==> src/rtl/cmos_nand_pkg.sv <==
// Shared constants and helpers for the CMOS NAND gate model.
package cmos_nand_pkg;

   // Default width of the output-transition counter
   localparam int CNT_W_DEF = 8;

   // Supply rails seen by the switch networks
   localparam logic LOGIC_1 = 1'b1;
   localparam logic LOGIC_0 = 1'b0;

   // Switch polarity: p-type conducts on a low gate, n-type on a high gate
   typedef enum logic {
      SW_PMOS = 1'b0,
      SW_NMOS = 1'b1
   } sw_type_e;

   // Returns 1 when a switch of the given polarity conducts for this gate level
   function automatic logic sw_conducts(input sw_type_e sw_type, input logic gate);
      return (sw_type == SW_PMOS) ? ~gate : gate;
   endfunction

endpackage

==> src/rtl/cmos_nand_switch.sv <==
// Single MOS switch: passes its source level to the drain while conducting.
// A non-conducting switch drives its drain low instead of leaving it floating,
// so no Z ever reaches the rest of the design.
module cmos_switch
   import cmos_nand_pkg::*;
#(
   parameter sw_type_e SW_TYPE = SW_NMOS
)(
   input  logic gate,
   input  logic source,
   output logic conduct,
   output logic drain
);

   // Conduction state and the level delivered to the drain node
   always_comb begin
      conduct = sw_conducts(SW_TYPE, gate);
      drain   = conduct ? source : 1'b0;
   end

endmodule

==> src/rtl/cmos_nand.sv <==
// Two-input CMOS NAND: parallel p-type pull-up, series n-type pull-down,
// combinational output plus a registered copy, a saturating transition
// counter and a sticky network-consistency flag.
module cmos_nand
   import cmos_nand_pkg::*;
#(
   parameter int CNT_W = CNT_W_DEF
)(
   input  logic             clk,
   input  logic             rst,
   input  logic             in1,
   input  logic             in2,
   output logic             out,
   output logic             pu_on,
   output logic             pd_on,
   output logic             out_q,
   output logic [CNT_W-1:0] toggle_cnt,
   output logic             err
);

   logic [1:0] w_gate;
   logic [1:0] w_pu_conduct;
   logic [1:0] w_pu_drain;
   logic       w_pd0_conduct;
   logic       w_pd0_drain;
   logic       w_pd1_conduct;
   logic       w_pd1_drain;
   logic       w_pu_level;

   logic             r_out_q;
   logic [CNT_W-1:0] r_toggle_cnt;
   logic             r_err;

   assign w_gate = {in2, in1};

   // Pull-up: two p-type switches in parallel, each fed from the logic-1 rail
   generate
      for (genvar gi = 0; gi < 2; gi++) begin : g_pull_up
         cmos_switch #(.SW_TYPE(SW_PMOS)) u_pu (
            .gate    (w_gate[gi]),
            .source  (LOGIC_1),
            .conduct (w_pu_conduct[gi]),
            .drain   (w_pu_drain[gi])
         );
      end
   endgenerate

   // Pull-down: two n-type switches in series; the lower one sits on the logic-0 rail
   cmos_switch #(.SW_TYPE(SW_NMOS)) u_pd0 (
      .gate    (in2),
      .source  (LOGIC_0),
      .conduct (w_pd0_conduct),
      .drain   (w_pd0_drain)
   );

   cmos_switch #(.SW_TYPE(SW_NMOS)) u_pd1 (
      .gate    (in1),
      .source  (w_pd0_drain),
      .conduct (w_pd1_conduct),
      .drain   (w_pd1_drain)
   );

   assign pu_on      = |w_pu_conduct;
   assign pd_on      = w_pd0_conduct & w_pd1_conduct;
   assign w_pu_level = w_pu_conduct[0] ? w_pu_drain[0] : w_pu_drain[1];

   // Output node resolution; contention resolves low and a floating node high.
   // Decoded from the network status ports so an externally overridden
   // network state is seen consistently by the output and the error flag.
   always_comb begin
      out = LOGIC_1;
      case ({pu_on, pd_on})
         2'b10:   out = w_pu_level;
         2'b01:   out = w_pd1_drain;
         2'b11:   out = LOGIC_0;
         default: out = LOGIC_1;
      endcase
   end

   // Registered output, saturating transition count and sticky error; reset wins
   always_ff @(posedge clk) begin
      if (rst) begin
         r_out_q      <= LOGIC_1;
         r_toggle_cnt <= '0;
         r_err        <= 1'b0;
      end else begin
         r_out_q <= out;
         if ((out != r_out_q) && (r_toggle_cnt != {CNT_W{1'b1}})) begin
            r_toggle_cnt <= r_toggle_cnt + CNT_W'(1);
         end
         if (pu_on == pd_on) begin
            r_err <= 1'b1;
         end
      end
   end

   assign out_q      = r_out_q;
   assign toggle_cnt = r_toggle_cnt;
   assign err        = r_err;

endmodule

==> config.mk <==
export PLATFORM = sky130hd
export DESIGN_NAME = cmos_nand
export DESIGN_NICKNAME = d
export VERILOG_FILES = /design/src/rtl/cmos_nand_pkg.sv /design/src/rtl/cmos_nand_switch.sv /design/src/rtl/cmos_nand.sv
export SDC_FILE = /design/constraint.sdc
export NUM_CORES = 1
export LEC_CHECK = 0
export ABC_AREA = 1
export ABC_CLOCK_PERIOD_IN_PS = 3600
export CORE_MARGIN = 5
export CORE_UTILIZATION = 55
export CTS_BUF_LIST = sky130_fd_sc_hd__clkbuf_4 sky130_fd_sc_hd__clkbuf_8
export CTS_CLUSTER_DIAMETER = 200
export DETAILED_ROUTE_END_ITERATION = 12
export PLACE_DENSITY = 0.87
export SETUP_SLACK_MARGIN = 0.05
export SYNTH_ARGS = -nofsm -noshare
export SYNTH_HDL_FRONTEND = slang
export SYNTH_HIERARCHICAL = 1
export SYNTH_SLANG_ARGS = --single-unit
==> constraint.sdc <==
create_clock -name clk -period 3.6 [get_ports clk]
set_clock_uncertainty 0.05 [all_clocks]
set_input_delay 0.72 -clock clk [delete_from_list [all_inputs] [get_ports clk]]
set_output_delay 0.72 -clock clk [all_outputs]
set_load 0.02 [all_outputs]
==> flow_summary.ini <==
[yosys]
synth.distinct_cells = 19
synth_compound_area_share_pct = 5.56
synth_top_family_by_area = simple AND/OR/NAND/NOR gates
yosys-top-cells-area = dfxtp_1 (27%), nand2_1 (14%), inv_1 (14%)
yosysTopAreaCellShare_pct = 27.0
synthAdderAreaFrac_pct = 6.75
synth-seq-cells = 10
synth_xor_area_share_pct = 1.18
synthSimpleGateAreaFrac_pct = 41.8
synth-seq-area-share_pct = 27.0
synthCells = 121
yosys_warnings = 6
synth_area_leader_cell = dfxtp_1
synthMuxAreaShare_pct = 0
synth.cell_area_um2 = 742
syn_avg_cell_area_um2 = 6.13

[final_layout]
antenna_cells = 0
final_common_cell = nand2_1
nets = 149
drive_gt1_share_pct = 10.7
final_cell_mix = nand2_1 (28), inv_1 (27), nor2_1 (20)
nFillCells = 104
area_growth_syn_to_layout_pct = 27.5

[pwr]
internal_power_mw = 0.229
p_sw_share_pct = 33.7
ir_drop_mv = 0.293
comb_power_share_pct = 31.3
powerDensity_mw_per_mm2 = 365
switchingPower_mw = 0.116
pwr-share-clk_pct = 30.3
leakagePower_nw = 0.504
p_seq_share_pct = 38.4

[clocking]
cts_resized = 0
cts-root-buf = clkbuf_4
cts_hold_buf = 0
cts-htree-levels = 1
cts_buffer_depth = 2
cts_tree = yes
worstSkewPairLatency_ns = 0.27
clock_sinks = 10
post-cts-setup-buffers = 0
cts_made_buffers = 3
clk_pin_slew_ns = 0.07

[sta]
grt_setup_unrepaired = false
drv_slew = 0
period_minus_slack_ns = 3.36
finalHoldViolCount = 0
setup_tns_ns = 0
period_share_pct = 93.2
finalSetupViolations = 0
fmax_ghz = 0.298
final.setup.worst_slack_ns = 0.244

[placement]
gp_congestion = 0.824
dp_hpwl_um = 1170
place_ws_ns = 0.230
io_buffers = 16

[setup_path]
path_max_fanout = 4
r2r_setup_slack_ns = 2.21
worstPathRequired_ns = 2.83
r2r-start = toggle_cnt[0]
timing.rr.end = toggle_cnt[1]
worstSetupPathType = in2out
start_kind = input port
crit_arrival_ns = 2.59
r2r_cells = 8
critPathCaptureType = primary output

[floorplan]
die_area_mm2 = 0.00218
placementRows = 13
core_mm2 = 0.00128
start_util_pct = 57.7
die_y_um = 46.7
die_w_um = 46.7
top_level_ports = 17

[detailed_routing]
first_iter_violations = 5
firstDrtPassIters = 4
wl_per_cell_um = 9.54
postRouteWirelength_um = 1480
drc_errors = 0
vias = 725
final_antenna_net_count = 0
avgViaCountPerCell = 4.68

[grt]
track_usage_pct = 15.6
antenna_found_initial = 0
grt_pass1_wl_um = 2480
grt_max_degree = 10
grt_overflow = 0
grt_pass1_vias = 646

[min_path]
hold_end = err
hold_depth = 2
hp-class = reg2reg
hp-start = err

[flow_run]
cap_violations = 0

[outcome]
status = completed
metrics by stage:
stage | hold slack [ns] | area (µm²) | std cells | utilization (%) | power, mW
after floorplan | 0.503 | 746 | 122 | - | 0.204
after global placement | 0.401 | 910 | 151 | 70.8 | 0.241
after detailed placement | 0.414 | 910 | 151 | 70.8 | 0.243
after CTS | 0.435 | 946 | 155 | 73.6 | 0.347
after global routing | 0.492 | 946 | 155 | 73.6 | 0.361
final | 0.428 | 946 | 155 | 73.6 | 0.345
how the worst max path moves through the flow:
stage	slack, ns	endpoint	cells after the start	startpoint
6_report	0.24	out	8	in1
3_5_place_dp	0.23	out	8	in1
3_3_place_gp	0.32	out	8	in1
4_1_cts	0.23	out	8	in1
5_1_grt	0.11	out	8	in1
2_1_floorplan	1.31	out	6	in1
worst max-delay path, stage by stage:
cell and delay, ns:
clkdlybuf4s50_1 0.54, inv_1 0.09, nor2_1 0.19, inv_1 0.09, ha_1 0.21, nand3_2 0.11
nand2_2 0.09, clkdlybuf4s50_1 0.54
registers in the layout, summed over array words and instances, names as in the netlist:
register    count
toggle_cnt      8
err             1
out_q           1
final cells by class:
| cell class | instances | area, µm² | share of cell area (%) |
|---|---|---|---|
| clock buffer | 4 | 36.3 | 3.84 |
| inverter | 29 | 109 | 11.5 |
| multi-input combinational | 81 | 422 | 44.6 |
| sequential | 10 | 200 | 21.2 |
| tap | 15 | 18.8 | 1.98 |
| timing repair buffer | 16 | 160 | 16.9 |
synth_stat cells, drive strengths merged:
library cell / instances
ha: 4
xnor2: 1
o21ai: 5
nor2: 23
a21oi: 1
dfxtp: 10
conb: 2
nand2: 31
inv: 28
buf: 2
nand3: 13
clkinv: 1
cells by family after synthesis:
group	count (synthesis)
xor+xnor	1
flops	10
buf+inv	31
fa+ha+maj	4
simple gates	67
other cells	2
compound gates	6
routing by layer:
layer  GRT usage [%]  share of wire, %  vias to the layer above
li1                -                 -                      392
met3            2.68               5.5                        5
met2            25.5                45                       17
met1            19.8                48                      311
met5               0                 0                        -
met4            7.73               2.0                        0
power by group through the flow:
stage	sequential, mW	clock, mW	combinational (mW)
after floorplan	0.147	0	0.0569
after global routing	0.134	0.107	0.120
after CTS	0.133	0.104	0.109
after detailed placement	0.135	0	0.108
after global placement	0.135	0	0.106
final	0.133	0.105	0.108
(Power assumes the default switching activity.)
